$ cat config.mk
export PLATFORM = sky130hd
export DESIGN_NAME = inst_fetch_flat
export DESIGN_NICKNAME = d
export VERILOG_FILES = /design/src/rtl/inst_fetch_if.sv /design/src/rtl/inst_fetch.sv /design/src/flat_wrapper.sv
export SDC_FILE = /design/constraint.sdc
export NUM_CORES = 1
export LEC_CHECK = 0
export ABC_AREA = 1
export BUFFER_PORTS_ARGS = -buffer_cell sky130_fd_sc_hd__buf_2
export CAP_MARGIN = 10
export CELL_PAD_IN_SITES_DETAIL_PLACEMENT = 0
export CELL_PAD_IN_SITES_GLOBAL_PLACEMENT = 1
export CORE_MARGIN = 8
export CORE_UTILIZATION = 29
export CTS_BUF_LIST = sky130_fd_sc_hd__clkbuf_8
export CTS_CLUSTER_DIAMETER = 100
export DETAILED_ROUTE_END_ITERATION = 10
export PLACE_DENSITY_LB_ADDON = 0.1
export SLEW_MARGIN = 20
export SYNTH_ARGS = -nofsm -noshare
export SYNTH_HDL_FRONTEND = slang
export SYNTH_SLANG_ARGS = --single-unit
export TNS_END_PERCENT = 20
$ cat constraint.sdc
create_clock -name clk -period 2.6 [get_ports clk]
set_clock_uncertainty 0.2 [all_clocks]
set_input_delay 0.52 -clock clk [delete_from_list [all_inputs] [get_ports clk]]
set_output_delay 0.52 -clock clk [all_outputs]
set_load 0.02 [all_outputs]
$ cat src/rtl/inst_fetch_if.sv
// Fetch-stage bundle: ctrl decisions, instruction memory port and the
// decoded instruction stream handed to ctrl.
interface inst_fetch_if;
    logic [1:0]  pc_sel;
    logic [1:0]  inst_sel;
    logic [31:0] target;
    logic [31:0] imem_rdata;
    logic [31:0] imem_addr;
    logic [31:0] pc;
    logic [31:0] pc_plus4;
    logic [31:0] inst;
    logic [4:0]  opcode;
    logic [2:0]  func3;
    logic [6:0]  func7;
    logic        inst_valid;
    logic        misalign_err;
    logic [31:0] cnt_fetch;
    logic [31:0] cnt_bubble;

    modport master (
        output pc_sel, inst_sel, target, imem_rdata,
        input  imem_addr, pc, pc_plus4, inst, opcode, func3, func7,
               inst_valid, misalign_err, cnt_fetch, cnt_bubble
    );

    modport slave (
        input  pc_sel, inst_sel, target, imem_rdata,
        output imem_addr, pc, pc_plus4, inst, opcode, func3, func7,
               inst_valid, misalign_err, cnt_fetch, cnt_bubble
    );
endinterface

$ cat src/rtl/inst_fetch.sv
// Instruction fetch stage: PC, imem addressing, redirect/hold/bubble handling.
// Optional performance counters are built when INST_FETCH_PERF_CNT_EN is defined.
module inst_fetch #(
    parameter logic [31:0] RESET_PC = 32'h0000_0000,
    parameter logic [31:0] NOP_INST = 32'h0000_0013
) (
    input  logic         clk,
    input  logic         rst,
    inst_fetch_if.slave  bus
);
    typedef enum logic [1:0] {RUN, BUBBLE, HOLD} state_t;

    state_t      state, state_nxt;
    logic [31:0] pc_q, pc_nxt, ir_q, inst;
    logic        err_q, valid;

    always_comb begin
        pc_nxt    = pc_q + 32'd4;
        state_nxt = RUN;
        if (rst) begin
            pc_nxt    = RESET_PC;
            state_nxt = RUN;
        end else if (bus.pc_sel == 2'b01) begin
            pc_nxt    = {bus.target[31:2], 2'b00};
            state_nxt = RUN;
        end else if (bus.pc_sel == 2'b10) begin
            pc_nxt    = pc_q;
            state_nxt = HOLD;
        end else begin
            // The word displaced by the bubble is re-fetched so none is lost.
            if (state == BUBBLE) pc_nxt = pc_q;
            state_nxt = (bus.inst_sel == 2'b01) ? BUBBLE : RUN;
        end
    end

    always_comb begin
        inst = bus.imem_rdata;
        if (!rst) begin
            case (state)
                HOLD:    inst = ir_q;
                BUBBLE:  inst = NOP_INST;
                default: inst = bus.imem_rdata;
            endcase
        end
    end

    assign valid = !rst && (state != BUBBLE);

    always_ff @(posedge clk) begin
        if (rst) begin
            pc_q  <= RESET_PC;
            ir_q  <= NOP_INST;
            state <= RUN;
            err_q <= 1'b0;
        end else begin
            pc_q  <= pc_nxt;
            ir_q  <= inst;
            state <= state_nxt;
            if (bus.pc_sel == 2'b01 && bus.target[1:0] != 2'b00) err_q <= 1'b1;
        end
    end

`ifdef INST_FETCH_PERF_CNT_EN
    logic [31:0] cnt_fetch_q, cnt_bubble_q;

    always_ff @(posedge clk) begin
        if (rst) begin
            cnt_fetch_q  <= 32'd0;
            cnt_bubble_q <= 32'd0;
        end else begin
            if (valid && state == RUN) cnt_fetch_q <= cnt_fetch_q + 32'd1;
            if (state == BUBBLE || state == HOLD) cnt_bubble_q <= cnt_bubble_q + 32'd1;
        end
    end

    assign bus.cnt_fetch  = cnt_fetch_q;
    assign bus.cnt_bubble = cnt_bubble_q;
`else
    assign bus.cnt_fetch  = 32'h0;
    assign bus.cnt_bubble = 32'h0;
`endif

    assign bus.imem_addr    = pc_nxt;
    assign bus.pc           = pc_q;
    assign bus.pc_plus4     = pc_q + 32'd4;
    assign bus.inst         = inst;
    assign bus.opcode       = inst[6:2];
    assign bus.func3        = inst[14:12];
    assign bus.func7        = inst[31:25];
    assign bus.inst_valid   = valid;
    assign bus.misalign_err = err_q;
endmodule
$ cat src/flat_wrapper.sv
// flat-port wrapper written by rule: the top's interface ports become plain ports
module inst_fetch_flat 
#(
    parameter logic [31:0] RESET_PC = 32'h0000_0000,
    parameter logic [31:0] NOP_INST = 32'h0000_0013
)
  (clk, rst, bus_pc_sel, bus_inst_sel, bus_target, bus_imem_rdata, bus_imem_addr, bus_pc, bus_pc_plus4, bus_inst, bus_opcode, bus_func3, bus_func7, bus_inst_valid, bus_misalign_err, bus_cnt_fetch, bus_cnt_bubble);
  inst_fetch_if bus_i ();
  input  logic clk;
  input  logic rst;
  input wire logic [$bits(bus_i.pc_sel)-1:0] bus_pc_sel;
  input wire logic [$bits(bus_i.inst_sel)-1:0] bus_inst_sel;
  input wire logic [$bits(bus_i.target)-1:0] bus_target;
  input wire logic [$bits(bus_i.imem_rdata)-1:0] bus_imem_rdata;
  output wire logic [$bits(bus_i.imem_addr)-1:0] bus_imem_addr;
  output wire logic [$bits(bus_i.pc)-1:0] bus_pc;
  output wire logic [$bits(bus_i.pc_plus4)-1:0] bus_pc_plus4;
  output wire logic [$bits(bus_i.inst)-1:0] bus_inst;
  output wire logic [$bits(bus_i.opcode)-1:0] bus_opcode;
  output wire logic [$bits(bus_i.func3)-1:0] bus_func3;
  output wire logic [$bits(bus_i.func7)-1:0] bus_func7;
  output wire logic [$bits(bus_i.inst_valid)-1:0] bus_inst_valid;
  output wire logic [$bits(bus_i.misalign_err)-1:0] bus_misalign_err;
  output wire logic [$bits(bus_i.cnt_fetch)-1:0] bus_cnt_fetch;
  output wire logic [$bits(bus_i.cnt_bubble)-1:0] bus_cnt_bubble;
  assign bus_i.pc_sel = bus_pc_sel;
  assign bus_i.inst_sel = bus_inst_sel;
  assign bus_i.target = bus_target;
  assign bus_i.imem_rdata = bus_imem_rdata;
  assign bus_imem_addr = bus_i.imem_addr;
  assign bus_pc = bus_i.pc;
  assign bus_pc_plus4 = bus_i.pc_plus4;
  assign bus_inst = bus_i.inst;
  assign bus_opcode = bus_i.opcode;
  assign bus_func3 = bus_i.func3;
  assign bus_func7 = bus_i.func7;
  assign bus_inst_valid = bus_i.inst_valid;
  assign bus_misalign_err = bus_i.misalign_err;
  assign bus_cnt_fetch = bus_i.cnt_fetch;
  assign bus_cnt_bubble = bus_i.cnt_bubble;
  inst_fetch #(.RESET_PC(RESET_PC), .NOP_INST(NOP_INST)) u_core (.clk(clk), .rst(rst), .bus(bus_i));
endmodule
### Word-level counts from Yosys, hierarchy flattened

Cells that the tools add are included.

| storage, ports and cells | value |
|---|---|
| output and inout port bits | 209 |
| flip-flop bits (word level) | 67 |
| logic and storage cells | 26 |
| bits of input ports | 70 |

| operators by class | value |
|---|---|
| reduce and logical (&&, ||, !) cells | 6 |
| eq/ne operators | 6 |
| add/sub/neg operators | 1 |
| muxes and demuxes | 8 |

Operators with widths:

| kind | count |
|---|---|
| two-way mux 32 bit | 5 |
| one-hot mux 32 bit (2 select lines) | 1 |
| adder 32 x 3 -> 32 bit (second input constant) | 1 |
| == test 2 x 1 -> 1 bit (second input constant) | 3 |
| == test 2 bit (second input constant) | 2 |
| OR reduction 3 bit | 1 |
| logical AND 1 bit | 2 |
| two-way mux 2 bit | 1 |
| inequality test 2 x 1 -> 1 bit (second input constant) | 1 |
| nonzero test 2 bit | 1 |
| OR reduction 2 bit | 1 |
| zero test 1 bit | 1 |
| two-way mux 1 bit | 1 |

### Depth between registers and ports, before layout

Gate-level depths: netlist of the first run.

| logic depth | value |
|---|---|
| depth after elaboration | 5 |
| gate-level depth with buffers | 10 |
| mapped depth without buffers | 10 |

### Worst setup path before layout of the first run

Ideal clock, no wire load.

| timing | value |
|---|---|
| path kind | flip-flop to output port |
| start point | reg u_core.pc_q[3], in the netlist u_core.bus.pc[3] |
| end point | out bus_imem_addr[14] |
| data arrival time | 2.021 ns |
| setup slack | -0.141 ns |
| path buffers | 0 |
| cell stages (with the launch flop) | 9 |
| data required time | 1.880 ns |
| cell sequence | dfxtp_1 ha_1 nand2_2 nor2_4 nand2_4 nor2_4 xor2_1 nor2_1 o21ai_1 |

| between the ends | value |
|---|---|
| word-level cells in the longest chain between the ends | 5 |

Ends and longest elaborated chain:

| item | line | source |
|---|---|---|
| start: declaration | inst_fetch.sv:14 | `logic [31:0] pc_q, pc_nxt, ir_q, inst;` |
| start signal: assignment | inst_fetch.sv:56 | `pc_q <= pc_nxt;` |
| adder 32 x 3 -> 32 bit | - |  |
| via bus_pc_plus4[14] | flat_wrapper.sv:17 | `output wire logic [$bits(bus_i.pc_plus4)-1:0] bus_pc_plus4;` |
| two-way mux 32 bit | inst_fetch.sv:31 | `if (state == BUBBLE) pc_nxt = pc_q;` |
| two-way mux 32 bit | inst_fetch.sv:26 | `end else if (bus.pc_sel == 2'b10) begin` |
| two-way mux 32 bit | inst_fetch.sv:23 | `end else if (bus.pc_sel == 2'b01) begin` |
| two-way mux 32 bit | inst_fetch.sv:20 | `if (rst) begin` |
| end: declaration | flat_wrapper.sv:15 | `output wire logic [$bits(bus_i.imem_addr)-1:0] bus_imem_addr;` |

The timed path passes the listed nets, and every way through them passes these cells.

### Worst setup path in the final report of the first run

| timing | value |
|---|---|
| start point | reg u_core.pc_q[2], in the netlist u_core.bus.pc[2] |
| end point | out bus_imem_addr[19] |

| between the ends | value |
|---|---|
| word-level cells in the longest chain between the ends | 5 |

Ends and longest elaborated chain:

| item | line | source |
|---|---|---|
| adder 32 x 3 -> 32 bit | inst_fetch.sv:18 | `pc_nxt = pc_q + 32'd4;` |
| two-way mux 32 bit | inst_fetch.sv:31 |  |
| two-way mux 32 bit | inst_fetch.sv:26 |  |
| two-way mux 32 bit | inst_fetch.sv:23 |  |
| two-way mux 32 bit | inst_fetch.sv:20 |  |

Every way passes these cells.

==> qor.txt, run 1 <==
CP endpoint kind: output port
Port Buffers: 214
Tcrit/Tclk final: 1.04
CP Cell Sequence: buf_6, inv_4, nor2_4, nand2_4, nor2_4, nand3_1, nand2_1, nand3_1, nand2_1, nand2_1, buf_4
Max Freq: 370 MHz
Met3 Wirelength: 1.22 mm
Vias in the first global route: 4935
Pin count of the biggest net entering global routing: 44
Final net count: 985
Final Max Tran Viols: 0
CTS sink cnt: 67
Hold Path Sink: u_core.state[0]
Final Hold Viols: 0
Max cap viols: 0
FF-to-FF setup slack: 0.80 ns
Clk buf depth: 2
Non-Filler Instances: 1133
Status: finished with violations
Fill cells: 1694
Remaining DRCs: 0
Post-synth EDFFs: 0
Htree depth: 3
CTS buffer count: 9
Initial Util: 0.292
Die width: 142 um
Final setup margin: -0.105 ns
I/O pins: 279
Fraction of registers with async set/reset: 0
Clock root cell: clkbuf_8
Mapped Avg Cell Area: 6.74 um^2
Commonest non-fill, non-tap cell in the layout: buf_2
Total power: 3.49 mW
Core outline area: 15700 um^2
Switching share of power: 0.373
Netlist cell types: 31
Peak supply drop: 0.000274 V
Sw Pwr: 1.30 mW
Kind of cell adding the most delay to the critical path: simple AND/OR/NAND/NOR gates
Top Layer Used: met5
Cell mode on critical path: nand2_1
Antenna Nets Post-Route: 0
Synth warn: 0
Clk pwr share: 0.323
P_int: 2.19 mW
DP HPWL: 13.4 mm
Gpl congestion: 0.836
Flops & latches, synth: 67
Util after Layout: 0.435
Primary FF master, synth: dfxtp_1
Post-synth top area share: 0.293
Cells on worst reg2reg path: 10
Via count: 4972
Worst hold start: bus_inst_sel[1]
First-pass GRT wire length: 26.1 mm
Area contributors post-synth: dfxtp_1 (29%), nand2_1 (14%), buf_4 (13%)
Leak: 3.57 nW
Drt wl/cell: 15.3 um
Failing checks: setup timing
Worst-Skew Late Latency: 0.37 ns
Die Ht: 142 um
Worst slew margin: 0.652
Worst R2R End: u_core.bus.pc[20]
Comb pwr share: 0.341
DRT Wirelength: 17.4 mm
Sequential Power Share: 0.335
Drt first-iter violations: 192
Final Critical Period: 2.70 ns
Slowest CP cell: dfxtp_4
Hold depth: 2
Slew at the pin closest to its max-slew limit: 0.522 ns
Count of hold-fix buffers inserted at cts: 0
DRT Pass-1 Iters: 5
Cells after DPL: 1092
Reg-to-reg critical path startpoint: u_core.bus.pc[2]
Cell taking the most area after synthesis: dfxtp_1
Critical Path Max Stage Delay: 0.37 ns
Critical path class: register to output port
Die ar.: 20000 um^2
Gr ovfl total: 0
Worst hold-check path type: input pin to register
Register area share after synthesis: 0.293
M1 WL: 7.13 mm
Metal2 WL: 8.73 mm
Tot GR Track Use: 0.164
Area growth, synth to finish: 48.9%
Data arrival, critical path: 1.98 ns
CTS tree: built
Mapped cell area: 4570 um^2
CP Buf/Inv Count: 3
Clock slew at reported path FFs: 0.08 ns
Most frequent cells in the layout: buf_2 (161), nand2_1 (153), conb_1 (64), buf_4 (63), dfxtp_1 (48)
CP max FO: 5
PD cells: 513 nW/um^2
CP Data Required Time: 1.88 ns
Startpoint types: register
# diodes: 0
Initial antenna violation count: 1
Fraction of layout cells with a size suffix above 1: 0.472
Rows: 46
Via density: 4.39
Final setup violation count: 23
Gate Count Post-Synth: 679
RSZ-0062 raised after global routing: yes
## synthesized netlist by cell type (5+ instances only)
cell,count
a21o_1,29
buf_1,5
a21oi_1,71
buf_4,81
nor2_4,8
dfxtp_1,67
nand2_2,7
clkbuf_1,16
nor2_1,43
buf_2,5
o21ai_0,26
inv_2,6
inv_1,41
o21ai_1,9
nand2_1,174
xor2_1,10
nand3_1,47
## worst max-delay path by stage
stage / start / endpoint / slack, ns / cells after the start
floorplan: u_core.bus.pc[3] / bus_imem_addr[30] / -0.02 / 9
global placement: u_core.bus.pc[9] / bus_imem_addr[17] / -0.005 / 8
detailed placement: u_core.bus.pc[9] / bus_imem_addr[17] / 0.005 / 8
CTS: u_core.bus.pc[3] / bus_imem_addr[14] / -0.18 / 9
global route: u_core.bus.pc[2] / bus_imem_addr[31] / -0.22 / 12
finish: u_core.bus.pc[2] / bus_imem_addr[19] / -0.10 / 11
## per-layer routing
layer | vias to the layer above | global-route usage
met3 | 21 | 0.0474
met1 | 2266 | 0.190
met5 | - | 0
met4 | 2 | 0.0571
met2 | 173 | 0.282
li1 | 2510 | -
## registers in the layout (all words and copies together), names as in the netlist
name,cells
u_core.bus.misalign_err,1
u_core.ir_q,32
u_core.state,2
u_core.bus.pc,32
## timing repair
| action | CTS | global route |
|---|---|---|
| pin swaps | 34 | 50 |
| gates resized for setup | 101 | 120 |
| buffers inserted | 14 | 13 |
| endpoints found under the setup margin | 88 | 92 |
| endpoints found under the hold margin | 0 | 0 |
| gates cloned | 0 | 0 |
## logic make-up (layout without fill, tap and decap cells)
| group | Yosys count | count (layout) | synth area share |
|---|---|---|---|
| AND/OR/NAND/NOR | 296 | 296 | 0.292 |
| buffers and inverters | 154 | 329 | 0.194 |
| AO/OA/AOI/OAI | 144 | 144 | 0.179 |
| flip-flops | 67 | 67 | 0.293 |
| XOR/XNOR | 14 | 14 | 0.0334 |
| adder cells (fa/ha/maj) | 3 | 3 | 0.00821 |
| other | 1 | 64 | 0.000820 |
## through the flow
step	area [um^2]	hold WS (ns)	setup TNS [ns]	worst slack (ns)
3_3_place_gp	5700	0.236	-0.00542	-0.00542
5_1_grt	6810	0.0935	-6.33	-0.225
3_5_place_dp	5700	0.241	0	0.00526
6_report	6810	0.101	-1.34	-0.105
4_1_cts	6360	0.0912	-2.87	-0.183
2_1_floorplan	4830	0.261	-0.0759	-0.0218
## power groups by stage
stage / Combinational [mW] / Clock, mW / Sequential [mW]
after global routing: 1.28 / 1.21 / 1.18
after detailed placement: 1.02 / 0 / 1.19
final: 1.19 / 1.13 / 1.17
after global placement: 1.02 / 0 / 1.18
after CTS: 1.11 / 1.17 / 1.17
after floorplan: 0.687 / 0 / 1.23
## layout make-up
class	count	area, um^2	share of cell area
Multi-Input combinational cell	521	2960	0.435
Timing Repair Buffer	266	1780	0.262
Sequential cell	67	1370	0.201
Tap cell	216	270	0.0397
Inverter	47	179	0.0263
Clock buffer	9	124	0.0182
Clock inverter	7	124	0.0182
Power figures use the tool's default switching activity.
==> inputs of run 2 (changes only) <==
--- a/config.mk
+++ b/config.mk
@@ -15,7 +15,7 @@
 export CTS_BUF_LIST = sky130_fd_sc_hd__clkbuf_8
 export CTS_CLUSTER_DIAMETER = 100
 export DETAILED_ROUTE_END_ITERATION = 10
-export PLACE_DENSITY_LB_ADDON = 0.1
+export PLACE_DENSITY = 0.83
 export SLEW_MARGIN = 20
 export SYNTH_ARGS = -nofsm -noshare
 export SYNTH_HDL_FRONTEND = slang
==> run 2 against run 1 <==
Compared with the run above:
- the run still ends with setup timing left
- worst setup slack improved by 0.0012 ns
- sequential cell count is the same
- register-to-register slack better by 0.04 ns
- non-clock buffer count fell by 11
- final cell count down 0.88%
- utilization shrank 1.3 points
- count of clock-buffer cells in the layout is the same
- combinational power decreased by 3%
- critical path type unchanged
- largest power group is now registers
==> qor.txt, run 2 (synthesis gave the netlist of run 1 again) <==
Final Critical Period: 2.70 ns (-0.00120 ns)
Final setup margin: -0.104 ns (+0.00120 ns)
Reg-to-reg critical path startpoint: u_core.bus.pc[2]
Core outline area: 15700 um^2 (unchanged)
CP max FO: 3 (-2)
Remaining DRCs: 0 (unchanged)
Setup crit end: bus_imem_addr[16]
Crit path from: u_core.bus.pc[2]
Hold_ws: 0.133 ns (+0.0323 ns)
DRT Wirelength: 16.9 mm (-2.6%)
Failing checks: setup timing
Initial Util: 0.292 (unchanged)
Final net count: 974 (-1.1%)
Cells after DPL: 1090 (-0.18%)
Global routing usage on met3: 0.0655 (+0.0181)
I/O pins: 279 (unchanged)
Footprint of the multi-input gates: 2950 um^2 (-0.46%)
CP Cell Sequence: ha_4, nand2_4, nor2_4, buf_12, nand2_8, nor2_4, xor2_2, nand2_2, a21oi_2, buf_6
Critical Path Max Stage Delay: 0.37 ns (about the same)
CTS sink cnt: 67 (unchanged)
Clock slew at reported path FFs: 0.07 ns (about the same)
Initial antenna violation count: 1 (unchanged)
Most used routing layer: met2
Count of hold-fix buffers inserted at cts: 0 (unchanged)
Most frequent cells in the layout: buf_2 (167), nand2_1 (157), buf_4 (67), conb_1 (64), dfxtp_1 (47)
Max cap viols: 0 (unchanged)
Register area: 1380 um^2 (+0.64%)
Met2 usage: 0.259 (-0.0228)
CP Data Required Time: 1.88 ns (about the same)
FF-to-FF setup slack: 0.84 ns (+0.04 ns)
Cell mode on critical path: nor2_4
Die width: 142 um (unchanged)
Worst R2R End: u_core.bus.pc[24]
RSZ-0062 raised after global routing: yes
Non-Filler Instances: 1123 (-0.88%)
Antenna Nets Post-Route: 0 (unchanged)
Tot GR Track Use: 0.160 (-0.00431)
Pin count of the biggest net entering global routing: 44 (unchanged)
CP endpoint kind: output port
Die Ht: 142 um (unchanged)
Htree depth: 3 (unchanged)
Leak: 3.50 nW (-1.9%)
Clk buf depth: 2 (unchanged)
Gpl congestion: 0.858 (+2.6%)
Commonest non-fill, non-tap cell in the layout: buf_2
Critical path class: register to output port
Kind of cell adding the most delay to the critical path: simple AND/OR/NAND/NOR gates
CTS buffer count: 9 (unchanged)
Area growth, synth to finish: 44.5%
Crit path depth: 10 (-1)
Worst-Skew Late Latency: 0.36 ns (about the same)
Grt met1 use: 0.189 (-0.00130)
Worst slew margin: 0.647 (-0.00562)
Tcrit/Tclk final: 1.04 (about the same)
Data arrival, critical path: 1.98 ns (about the same)
Drt wl/cell: 15.1 um (-1.7%)
Clock root cell: clkbuf_8
Slowest CP cell: dfxtp_4
Final setup violation count: 18 (-22%)
Fill cells: 1685 (-0.53%)
Rows: 46 (unchanged)
Startpoint types: register
Final Max Tran Viols: 0 (unchanged)
PD cells: 499 nW/um^2 (-2.7%)
Slew at the pin closest to its max-slew limit: 0.530 ns (+0.00842 ns)
Port Buffers: 214 (unchanged)
Peak supply drop: 0.000266 V (-3.0%)
First-pass GRT wire length: 25.4 mm (-2.5%)
CTS tree: built
Gr ovfl total: 0 (unchanged)
Final Hold Viols: 0 (unchanged)
Vias in the first global route: 4854 (-1.6%)
DRT Pass-1 Iters: 5 (unchanged)
Via count: 4918 (-1.1%)
Worst hold-check path type: input pin to register
Die ar.: 20000 um^2 (unchanged)
Fraction of layout cells with a size suffix above 1: 0.455 (-0.0174)
Drt first-iter violations: 176 (-8.3%)
DP HPWL: 13.0 mm (-3.4%)
CP Buf/Inv Count: 2 (-1)
Max Freq: 370 MHz (about the same)
Status: finished with violations
Via density: 4.38 (-0.21%)
Cells on worst reg2reg path: 11 (+1)
[run 2: changes by cell type in the layout (fill, tap and decap cells not counted), sizes merged]
cell | before | now
bufinv | 3 | 2
clkinv | 1 | 2
diode | 0 | 1
buf | 266 | 255
[run 2: worst min-delay path by stage]
stage,startpoint,endpoint,slack [ns],cells after the start
global route,bus_pc_sel[0],u_core.state[1],0.12,2
floorplan,u_core.ir_q[10],u_core.ir_q[10],0.26,2
global placement,u_core.bus.misalign_err,u_core.bus.misalign_err,0.24,2
detailed placement,u_core.bus.misalign_err,u_core.bus.misalign_err,0.24,2
CTS,bus_pc_sel[0],u_core.state[1],0.11,2
finish,bus_inst_sel[1],u_core.state[0],0.13,2
[run 2: repair_timing]
action                     CTS  global route
setup endpoints to repair   80            89
buffers inserted             7             9
pin swaps                   22            26
resized for setup           70           119
[run 2: power breakdown]
group / switching, mW / total, mW / internal [mW] / leakage, nW
logic: 0.747 / 1.15 / 0.405 / 2.83
clock network: 0.450 / 0.980 / 0.530 / 0.112
registers: 0.0645 / 1.17 / 1.11 / 0.563
total: 1.26 / 3.30 / 2.04 / 3.50
[run 2: stage by stage]
stage	utilization	area [um^2]	total power, mW	setup TNS (ns)	setup slack, ns
global placement	0.364	5700	2.20	0	0.0913
floorplan	-	4830	1.92	-0.0759	-0.0218
detailed placement	0.364	5700	2.20	0	0.0877
CTS	0.395	6180	3.25	-1.56	-0.119
finish	0.422	6610	3.30	-0.738	-0.104
global route	0.422	6610	3.49	-4.64	-0.205
[run 2: cell type report]
| class | count | share of cell area |
|---|---|---|
| multi-input combinational | 521 | 0.446 |
| timing repair buffer | 255 | 0.246 |
| sequential | 67 | 0.209 |
| tap | 216 | 0.0409 |
| inverter | 47 | 0.0267 |
| clock buffer | 9 | 0.0187 |
| clock inverter | 7 | 0.0129 |
| antenna | 1 | 0.000379 |
[run 2: per-layer routing]
metal  vias to the layer above  wire, um
met5                         -        13
met1                      2208      7130
met3                        24      1700
met2                       207      7800
li1                       2477         -
met4                         2       277
==> inputs of run 3 (changes only) <==
--- a/config.mk
+++ b/config.mk
@@ -20,4 +20,4 @@
 export SYNTH_ARGS = -nofsm -noshare
 export SYNTH_HDL_FRONTEND = slang
 export SYNTH_SLANG_ARGS = --single-unit
-export TNS_END_PERCENT = 20
+export TNS_END_PERCENT = 100
==> run 3 against run 2 <==
Compared with the run above:
- the flow still finishes with violations (setup timing)
- first-iteration DRC count decreased by 13%
- critical path type unchanged
- fmax increased by 1.2%
- utilization increased by 2.8 points
- global-route usage increased by 0.36 points
- die area unchanged
- final cell count increased by 1.9%
- clock power decreased by 5.5%
==> qor.txt, run 3 (synthesis gave the netlist of run 1 again) <==
Status: finished with violations
Failing checks: setup timing
Area growth, synth to finish: 54.1%
Critical Path Max Stage Delay: 0.40 ns (+0.03 ns)
Gpl congestion: 0.852 (-0.61%)
Worst-Skew Late Latency: 0.36 ns (about the same)
Tcrit/Tclk final: 1.03 (-0.0119)
Non-Filler Instances: 1144 (+1.9%)
CP Data Required Time: 1.88 ns (about the same)
Drt wl/cell: 15.4 um (+2.3%)
CTS buffer count: 9 (unchanged)
Max cap viols: 0 (unchanged)
Clk buf depth: 2 (unchanged)
Initial antenna violation count: 2 (+1)
Metal2 WL: 8.84 mm (+13%)
PD cells: 475 nW/um^2 (-4.9%)
DRT Wirelength: 17.6 mm (+4.2%)
Pin count of the biggest net entering global routing: 37 (-16%)
Final setup violation count: 15 (-3)
CTS tree: built
Port Buffers: 214 (unchanged)
Die Ht: 142 um (unchanged)
Kind of cell adding the most delay to the critical path: simple AND/OR/NAND/NOR gates
Top Layer Used: met5
Startpoint types: register
Tot GR Track Use: 0.163 (+0.00361)
Commonest non-fill, non-tap cell in the layout: buf_2
RSZ-0062 raised after global routing: yes
Clock slew at reported path FFs: 0.07 ns (about the same)
Final Critical Period: 2.67 ns (-0.0310 ns)
Antenna Nets Post-Route: 0 (unchanged)
DRT Pass-1 Iters: 4 (-1)
I/O pins: 279 (unchanged)
Leak: 3.66 nW (+4.5%)
Met3 Wirelength: 1.63 mm (-4.5%)
Vias in the first global route: 4920 (+1.4%)
Final Hold Viols: 0 (unchanged)
Initial Util: 0.292 (unchanged)
Final net count: 994 (+2.1%)
Post-place setup slack: 0.127 ns (+0.0398 ns)
Most frequent cells in the layout: buf_2 (164), nand2_1 (152), conb_1 (64), buf_4 (57), dfxtp_1 (49)
Max Freq: 374 MHz (+1.2%)
CP Buf/Inv Count: 1 (-1)
Core outline area: 15700 um^2 (unchanged)
First-pass GRT wire length: 26.0 mm (+2.1%)
Htree depth: 3 (unchanged)
Hold_ws: 0.135 ns (+0.00197 ns)
DP HPWL: 13.1 mm (+1.2%)
Slowest CP cell: dfxtp_1
Final setup margin: -0.0727 ns (+0.0310 ns)
CP endpoint kind: output port
Fraction of layout cells with a size suffix above 1: 0.485 (+0.0301)
Worst hold-check path type: input pin to register
Rows: 46 (unchanged)
Remaining DRCs: 0 (unchanged)
Gr ovfl total: 0 (unchanged)
CP max FO: 5 (+2)
M1 WL: 7.02 mm (-1.5%)
Cell mode on critical path: nand2_1
Final Max Tran Viols: 0 (unchanged)
Util after Layout: 0.450 (+0.0279)
Cells after DPL: 1089 (-0.092%)
CP Cell Sequence: nand2_1, nor2_4, nand2_1, nor2_1, nand2_1, nand2_1, nand2_2, o21ai_2, nand2_1, buf_6
Clock root cell: clkbuf_8
Peak supply drop: 0.000255 V (-3.9%)
Data arrival, critical path: 1.95 ns (-0.03 ns)
Die width: 142 um (unchanged)
Drt first-iter violations: 154 (-13%)
CTS sink cnt: 67 (unchanged)
Via density: 4.39 (+0.30%)
Critical path class: register to output port
Die ar.: 20000 um^2 (unchanged)
Via count: 5025 (+2.2%)
run 3: path summary, 6_finish.rpt:
| path | from | end | slack [ns] | cells past startpoint |
|---|---|---|---|---|
| worst min-delay path | bus_inst_sel[1] | u_core.state[0] | 0.14 | 2 |
| worst max register to register | u_core.bus.pc[3] | u_core.bus.pc[7] | 0.10 | 17 |
| worst min register to register | u_core.bus.misalign_err | u_core.bus.misalign_err | 0.25 | 2 |
| worst max-delay path | u_core.bus.pc[16] | bus_imem_addr[27] | -0.07 | 10 |
run 3: per-stage QoR:
stage | power, mW | instance area [um^2] | TNS (ns)
after CTS | 3.25 | 6370 | -2.42
after floorplan | 1.92 | 4840 | -0.0391
after detailed placement | 2.21 | 5730 | 0
final | 3.35 | 7050 | -0.639
after global placement | 2.21 | 5730 | 0
after global routing | 3.54 | 7040 | -3.88
run 3: repair_timing:
| item | CTS | global route |
|---|---|---|
| pin swaps | 30 | 50 |
| gates cloned | 1 | 4 |
| endpoints found under the setup margin | 91 | 93 |
| hold endpoints to repair | 0 | 0 |
| hold buffers | 0 | 0 |
| buffers inserted | 21 | 12 |
| resized for setup | 88 | 150 |
run 3: cell type report:
class                   instances  area, um^2
diodes                          2        5.00
well taps                     216         270
repair buffers                275        1990
flip-flops and latches         67        1370
clock inverters                 7        76.3
multi-input cells             521        3020
inverters                      47         186
clock buffers                   9         124
fillers                      1642        8610
run 3: report_power, final:
group	internal [mW]	switching, mW	total, mW	leakage [nW]
clock	0.450	0.477	0.926	0.0962
combinational	0.476	0.771	1.25	3.00
sequential	1.10	0.0683	1.17	0.562
total	2.03	1.32	3.35	3.66
run 3: metal layers:
| metal | track usage | up-vias |
|---|---|---|
| met5 | 0 | - |
| met4 | 0.0356 | 4 |
| met3 | 0.0679 | 12 |
| met2 | 0.282 | 201 |
| met1 | 0.184 | 2280 |
| li1 | - | 2528 |
run 3: worst register-to-register path: stages (launching register included):
cell,delay (ns)
dfxtp_2,0.36
buf_6,0.11
nand2_4,0.04
nor2_4,0.19
nand2_4,0.09
buf_6,0.12
xor2_2,0.14
inv_2,0.06
nand2_2,0.06
buf_4,0.13
buf_4,0.12
buf_4,0.12
buf_4,0.12
buf_4,0.12
buf_4,0.12
buf_4,0.12
buf_4,0.12
a21oi_1,0.11
